**src/rtl/reg_cc_stack_if.sv**
```systemverilog
// reg_cc_stack_if: control/data bundle between the LC-3 datapath
// and the condition-code unit with its NZP save stack.
interface reg_cc_stack_if #(
    parameter int WIDTH = 16,
    parameter int DEPTH = 4
);
    localparam int CW = $clog2(DEPTH + 1);

    logic             Load;
    logic [WIDTH-1:0] BUS;
    logic             Push;
    logic             Pop;
    logic             Ld_BEN;
    logic [2:0]       Cond;
    logic [2:0]       Data_Out;
    logic             BEN;
    logic [CW-1:0]    Count;
    logic             Full;
    logic             Empty;
    logic             Err;

    modport master (
        output Load, BUS, Push, Pop, Ld_BEN, Cond,
        input  Data_Out, BEN, Count, Full, Empty, Err
    );

    modport slave (
        input  Load, BUS, Push, Pop, Ld_BEN, Cond,
        output Data_Out, BEN, Count, Full, Empty, Err
    );
endinterface

```
**src/rtl/reg_cc_stack.sv**
```systemverilog
// reg_cc_stack: NZP condition-code register, branch-enable register
// and a LIFO save stack for interrupt/trap entry and RTI.
module reg_cc_stack #(
    parameter int WIDTH = 16,
    parameter int DEPTH = 4
) (
    input  logic                 Clk,
    input  logic                 Reset,
    reg_cc_stack_if.slave        bif
);
    localparam int CW = $clog2(DEPTH + 1);
    localparam int IW = (DEPTH > 1) ? $clog2(DEPTH) : 1;
    localparam int SN = 1 << IW;
    localparam logic [CW-1:0] CNT_MAX = CW'(DEPTH);
    localparam logic [CW-1:0] CNT_ONE = CW'(1);

    logic [2:0]    nzp_q, nzp_d;
    logic          ben_q, ben_d;
    logic [CW-1:0] cnt_q, cnt_d;
    logic          err_q, err_d;
    logic [2:0]    stack_q [SN];

    logic [2:0]    cls;
    logic          full, empty;
    logic          both, push_ok, pop_ok, misuse;
    logic [CW-1:0] cnt_dec;
    logic [IW-1:0] wr_idx, rd_idx;

    // Classify the bus word into a one-hot NZP code
    always_comb begin
        cls = 3'b001;
        if (bif.BUS == '0) begin
            cls = 3'b010;
        end else if (bif.BUS[WIDTH-1]) begin
            cls = 3'b100;
        end
    end

    assign full    = (cnt_q == CNT_MAX);
    assign empty   = (cnt_q == '0);
    assign both    = bif.Push & bif.Pop;
    assign push_ok = bif.Push & ~bif.Pop & ~full;
    assign pop_ok  = bif.Pop & ~bif.Push & ~empty;
    assign misuse  = both
                   | (bif.Push & ~bif.Pop & full)
                   | (bif.Pop & ~bif.Push & empty);
    assign cnt_dec = cnt_q - CNT_ONE;
    assign wr_idx  = cnt_q[IW-1:0];
    assign rd_idx  = cnt_dec[IW-1:0];

    // Next-state: a successful pop wins over load; BEN sees the old NZP
    always_comb begin
        nzp_d = nzp_q;
        ben_d = ben_q;
        cnt_d = cnt_q;
        err_d = err_q | misuse;
        if (pop_ok) begin
            nzp_d = stack_q[rd_idx];
            cnt_d = cnt_dec;
        end else if (bif.Load) begin
            nzp_d = cls;
        end
        if (push_ok) begin
            cnt_d = cnt_q + CNT_ONE;
        end
        if (bif.Ld_BEN) begin
            ben_d = |(bif.Cond & nzp_q);
        end
    end

    // State registers with synchronous reset
    always_ff @(posedge Clk) begin
        if (Reset) begin
            nzp_q <= 3'b000;
            ben_q <= 1'b0;
            cnt_q <= '0;
            err_q <= 1'b0;
        end else begin
            nzp_q <= nzp_d;
            ben_q <= ben_d;
            cnt_q <= cnt_d;
            err_q <= err_d;
        end
    end

    // Save stack storage; contents are don't-care after reset
    always_ff @(posedge Clk) begin
        if (!Reset && push_ok) begin
            stack_q[wr_idx] <= nzp_q;
        end
    end

    assign bif.Data_Out = nzp_q;
    assign bif.BEN      = ben_q;
    assign bif.Count    = cnt_q;
    assign bif.Full     = full;
    assign bif.Empty    = empty;
    assign bif.Err      = err_q;
endmodule
```
**src/flat_wrapper.sv**
```systemverilog
// flat-port wrapper written by rule: the top's interface ports become plain ports
module reg_cc_stack_flat 
#(
    parameter int WIDTH = 16,
    parameter int DEPTH = 4
)
  (Clk, Reset, bif_Load, bif_BUS, bif_Push, bif_Pop, bif_Ld_BEN, bif_Cond, bif_Data_Out, bif_BEN, bif_Count, bif_Full, bif_Empty, bif_Err);
  reg_cc_stack_if #(.WIDTH(WIDTH), .DEPTH(DEPTH)) bif_i ();
  input  logic Clk;
  input  logic Reset;
  input wire logic [$bits(bif_i.Load)-1:0] bif_Load;
  input wire logic [$bits(bif_i.BUS)-1:0] bif_BUS;
  input wire logic [$bits(bif_i.Push)-1:0] bif_Push;
  input wire logic [$bits(bif_i.Pop)-1:0] bif_Pop;
  input wire logic [$bits(bif_i.Ld_BEN)-1:0] bif_Ld_BEN;
  input wire logic [$bits(bif_i.Cond)-1:0] bif_Cond;
  output wire logic [$bits(bif_i.Data_Out)-1:0] bif_Data_Out;
  output wire logic [$bits(bif_i.BEN)-1:0] bif_BEN;
  output wire logic [$bits(bif_i.Count)-1:0] bif_Count;
  output wire logic [$bits(bif_i.Full)-1:0] bif_Full;
  output wire logic [$bits(bif_i.Empty)-1:0] bif_Empty;
  output wire logic [$bits(bif_i.Err)-1:0] bif_Err;
  assign bif_i.Load = bif_Load;
  assign bif_i.BUS = bif_BUS;
  assign bif_i.Push = bif_Push;
  assign bif_i.Pop = bif_Pop;
  assign bif_i.Ld_BEN = bif_Ld_BEN;
  assign bif_i.Cond = bif_Cond;
  assign bif_Data_Out = bif_i.Data_Out;
  assign bif_BEN = bif_i.BEN;
  assign bif_Count = bif_i.Count;
  assign bif_Full = bif_i.Full;
  assign bif_Empty = bif_i.Empty;
  assign bif_Err = bif_i.Err;
  reg_cc_stack #(.WIDTH(WIDTH), .DEPTH(DEPTH)) u_core (.Clk(Clk), .Reset(Reset), .bif(bif_i));
endmodule
```
**config.mk**
```make
export PLATFORM = sky130hd
export DESIGN_NAME = reg_cc_stack_flat
export DESIGN_NICKNAME = d
export VERILOG_FILES = /design/src/rtl/reg_cc_stack_if.sv /design/src/rtl/reg_cc_stack.sv /design/src/flat_wrapper.sv
export SDC_FILE = /design/constraint.sdc
export NUM_CORES = 1
export LEC_CHECK = 0
export ABC_AREA = 1
export BUFFER_PORTS_ARGS = -buffer_cell sky130_fd_sc_hd__buf_2
export CORE_MARGIN = 2
export CORE_UTILIZATION = 44
export CTS_CLUSTER_SIZE = 30
export DETAILED_ROUTE_END_ITERATION = 7
export PLACE_DENSITY = 0.79
export REMOVE_ABC_BUFFERS = 1
export SLEW_MARGIN = 10
export SYNTH_ARGS = -nofsm -noshare
export SYNTH_HDL_FRONTEND = slang
export SYNTH_SLANG_ARGS = --single-unit
```
**constraint.sdc**
```tcl
create_clock -name Clk -period 1.8 [get_ports Clk]
set_clock_uncertainty 0.2 [all_clocks]
set_input_delay 0.36 -clock Clk [delete_from_list [all_inputs] [get_ports Clk]]
set_output_delay 0.36 -clock Clk [all_outputs]
set_load 0.01 [all_outputs]
```
Word level (Yosys, flattened, before mapping)
Memories as Yosys holds them, arrays and structs flattened.
Cells that the tools add are included.
Cells by class
  divide/modulo/power cells: 0
  $lt $le $gt $ge: 0
  multipliers: 0
  mux-type cells: 8
  reductions and logical operators: 7
  shift-type cells: 0
  $add $sub $neg: 2
  bitwise operators: 15
  equal/unequal tests: 1
Operators by type and width (number)
  two-way mux 3 bit: 6
  logical NOT 16 bit: 1
  AND 1 bit: 7
  inverter 1 bit: 4
  nonzero test 2 bit: 2
  adder 3 x 1 -> 3 bit, second input constant: 1
  AND 3 bit: 1
  == test 3 bit, second input constant: 1
  logical NOT 3 bit: 1
  bitwise OR 1 bit: 3
  OR reduction 3 bit: 1
  subtractor 3 x 1 -> 3 bit, second input constant: 1
  two-way mux 1 bit: 2
  logical AND 1 bit: 1
  logical NOT 1 bit: 1
Storage, ports and cells
  memories: 1
  logic and storage cells: 38
  bits in registers: 8
  bits of input ports: 25
  ROM bits: 0
  latch bits: 0
  bits in writable memories: 12
  output and inout port bits: 10
Memory list
  u_core.stack_q: words 4, bits a word 3, read ports 1, clocked after Yosys merged registers in 0, wr ports 1, line reg_cc_stack.sv:21  | logic [2:0] stack_q [SN];

Logic depth before layout (Yosys ltp)
  word-level depth: 6
  depth in mapped cells: 11
  depth with buffers taken out: 10

Worst setup path before layout
No wires, ideal clock.
  path type: flip-flop to flip-flop
  start point: reg u_core.cnt_q[0] (netlist: u_core.bif.Count[0])
  end point: reg u_core.cnt_q[1] (netlist: u_core.bif.Count[1])
  arrival: 1667 ps
  cell stages (with the launch flop): 10
  setup time: 123 ps
  data required time: 1477 ps
  buffers on the path: 1
  slack: -190 ps
  clock period less this slack: 1990 ps
  cell sequence: dfxtp_1 > clkbuf_8 > inv_2 > ha_1 > ha_1 > nand3b_4 > nand2_1 > nor2_1 > o21ai_1 > o21ai_0
On the way
  word-level cells in the longest chain between the ends: 4
  elaborated cells on any way between the ends: 11
  classes of those cells: add/sub (2); eq/ne (1); mux (2); bitwise (4); reduce/logical (2)
Ends and longest elaborated chain
  from (decl): line reg_cc_stack.sv:19  | logic [CW-1:0] cnt_q, cnt_d;
  from (signal assigned): line reg_cc_stack.sv:81  | cnt_q <= cnt_d;
  logical NOT 3 bit: line reg_cc_stack.sv:40  | assign empty = (cnt_q == '0);
  named net bif_Empty: line flat_wrapper.sv:21  | output wire logic [$bits(bif_i.Empty)-1:0] bif_Empty;
  inverter 1 bit: line reg_cc_stack.sv:43  | assign pop_ok = bif.Pop & ~bif.Push & ~empty;
  AND 1 bit: line reg_cc_stack.sv:43
  nonzero test 2 bit (no line)
The timed path passes the listed nets, and every way through them passes these cells. The select of a mux whose other input is x is not followed.
A chain may end at the register's enable or synchronous reset.

Final worst setup path
  start point: reg u_core.cnt_q[1] (netlist: u_core.bif.Count[1])
  end point: out bif_Empty
On the way
  word-level cells in the longest chain between the ends: 1
Ends and longest elaborated chain (line)
  logical NOT 3 bit: reg_cc_stack.sv:40
  to (decl): flat_wrapper.sv:21
No other way between the ends.

==> qor.txt <==
NetSw: 357.4 uW
total power: 1.240 mW
post-synthesis simple-gate area fraction: 0.2881
Crit Path Category: flop to output port
Yosys reg bits: 20
Worst Hold Class: primary input to flop
core area: 2255 um2
Vias/cell: 4.974
antenna violations before repair: 0
vias in the first global route: 922
register area: 524.3 um2
total CTS buffers: 3
largest family of logic cells by synthesized area: simple AND/OR/NAND/NOR gates
Final Setup Violations: 0
combinational power share: 0.267
Final Wtd Congestion: 0.8257
Mapped Cells: 126
CP cell instances: inv_4, ha_4, ha_4, buf_6
fin crit share: 0.9762
CTS Hold Buffers Added: 0
top post-synthesis cells by area: edfxtp_1 34%, dfxtp_1 15%, nand2_1 10%
H-tree levels: 1
# DRC: 0
Main synth FF type: edfxtp_1
ratio of cells with drive above 1 in the final layout: 0.3916
Max FO, Critical Path: 4
Final Slew Violations: 0
io pins: 35
overall routing resource usage: 0.1980
CP most frequent cell: ha_4
first-pass GRT wire length: 3960 um
worst skew pair latency: 0.31 ns
crit path launch type: flop
met2 usage: 0.3601
Avg WL per Cell: 13.43 um
Synth cell types: 21
Rows: 17
fillers: 197
area leader, netlist: edfxtp_1
Synth async-reset ratio: 0
Hold WS: 0.07617 ns
cell family with most CP delay: flip-flops
layout net count: 198
Flop pwr share: 0.434
Core Util, Final: 0.6265
DRT Pass-1 Iters: 4
P&R area growth vs syn: 32.20%
number of routed nets with antenna violations: 0
CP max stage cell: dfxtp_2
post-synth top area share: 0.3372
Slew HR: 0.8226
drt initial violations: 40
worst path required time: 1.24 ns
maximum VDD drop: 0.0005107 V
fmax: 569.1 MHz
CTS tree: built
grt met1 use: 0.2244
# port buffers: 34
xor/xnor share of the synthesized area: 0.008197
initial core utilization: 0.4739
Synth top cells by count: 29 x nand2_1, 21 x nor2_1, 13 x inv_1, 12 x edfxtp_1, 11 x nand3_1
CP endpoint kind: output port
pwr dens: 877.7 nW/um2
Final Hold Violating Endpoints: 0
complex-gate fraction of the synthesized area: 0.07377
yosys warns: 0
Die Ht: 53.28 um
Final min period: 1.757 ns
clk sinks: 20
slowest stage delay, CP: 0.38 ns
clk slew on worst S/H paths: 0.12 ns
Critical path buffers and inverters: 2
setup bufs post-CTS: 0
multi-input logic area: 533.0 um2
worst slew pin tran: 0.2658 ns
EDFF count, synth: 12
portion of netlist area occupied by mux cells: 0
top-count cell post-synth: nand2_1
Switching Share: 0.2883
Seq/Total Area, Yosys: 0.4871
clock root cell: clkbuf_4
diodes inserted: 0
GRT Max-Usage Layer: met2
Max clock buf depth: 2
Adder-Cell Fraction of Synth Area: 0.07026
Die Wd: 53.28 um
RSZ-0062 raised after global routing: no
Pleak: 0.6523 nW
status: finished clean
vias: 965
Mapped Area: 1069 um2
die footprint: 2839 um2
M3 GR Usage: 0.01695
maxcap violations: 0
pin count of the biggest net entering global routing: 13
clock share of power: 0.299
total global routing overflow: 0
Worst Path Arrival: 1.20 ns
placed wire-length estimate: 1910 um
Int Pwr: 882.4 uW
final WL: 2605 um
synthesized area per cell: 8.480 um2
[worst reg2reg max path, cell delays in order, from the launching register on]
cell	delay, ns
dfxtp_2	0.37
inv_4	0.05
ha_2	0.19
nand2_2	0.08
nand3_2	0.11
inv_1	0.11
nand2_2	0.16
nor2_4	0.17
[layout make-up]
class | count | area share
timing repair buffer | 37 | 0.1408
sequential | 20 | 0.3711
multi-input combinational | 88 | 0.3773
clock buffer | 3 | 0.01594
inverter | 17 | 0.04872
tap | 28 | 0.02480
clock inverter | 1 | 0.02126
[sequential cells by signal, indices dropped and copies added, names as in the netlist]
name,flops
u_core.bif.BEN,1
u_core.bif.Data_Out,3
u_core.bif.Count,3
u_core.bif.Err,1
u_core.stack_q,12
[cells in the final DEF, fill, tap and decap left out]
master	netlist	routed
dfxtp_2	0	3
xor2_1	1	1
bufinv_16	0	1
a21oi_2	1	1
a31oi_1	1	1
buf_2	0	33
nand2_2	2	4
ha_2	0	1
buf_4	0	3
o21ai_1	1	1
ha_4	0	2
nor2_4	0	4
inv_1	13	12
a21oi_1	4	4
edfxtp_1	12	12
inv_2	4	3
clkbuf_4	0	3
nor2_2	1	1
o21ai_0	6	6
dfxtp_1	8	5
buf_6	0	1
nand2_1	29	27
nand3_2	1	1
ha_1	6	3
nor2_1	21	17
nand3_1	11	11
nor3_4	1	1
nand3b_4	1	1
inv_4	0	2
a41oi_1	1	1
[layer usage]
| layer | vias to the layer above | part of all wire |
|---|---|---|
| met2 | 42 | 0.54 |
| met5 | - | 0 |
| li1 | 488 | - |
| met1 | 428 | 0.38 |
| met4 | 0 | 0.028 |
| met3 | 7 | 0.043 |
[cell families after synthesis]
family	count (synthesis)
flops	20
buf+inv	18
simple gates	67
fa+ha+maj	6
xor+xnor	1
compound gates	14
[path summary, 6_finish.rpt]
kind | start | end | slack (ns) | cells past startpoint
worst max-delay path | u_core.bif.Count[1] | bif_Empty | 0.04 | 4
worst min-delay path | Reset | u_core.bif.Data_Out[0] | 0.08 | 2
worst max register to register | u_core.bif.Count[0] | u_core.stack_q[1][1] | 0.07 | 7
worst min register to register | u_core.bif.Err | u_core.bif.Err | 0.28 | 2
[per-stage QoR]
stage | area [um2] | TNS (ns) | instances | setup WS (ns)
after global placement | 1282 | 0 | 190 | 0.07780
after detailed placement | 1282 | -0.009649 | 190 | -0.007583
after CTS | 1356 | -0.03486 | 194 | -0.03486
after floorplan | 1055 | -2.086 | 125 | -0.2166
after global routing | 1413 | 0 | 194 | 0.01095
final | 1413 | 0 | 194 | 0.04276
[what timing repair did]
action	CTS	global route
gates resized for setup	6	16
setup endpoints to repair	10	14
hold endpoints to repair	0	0
[power groups by stage]
| stage | Combinational (mW) | Clock (mW) | Sequential (mW) |
|---|---|---|---|
| global route | 0.362 | 0.391 | 0.542 |
| floorplan | 0.151 | 0 | 0.553 |
| global placement | 0.260 | 0 | 0.541 |
| detailed placement | 0.272 | 0 | 0.544 |
| CTS | 0.289 | 0.370 | 0.534 |
| finish | 0.331 | 0.370 | 0.538 |
Power figures use the tool's default switching activity.
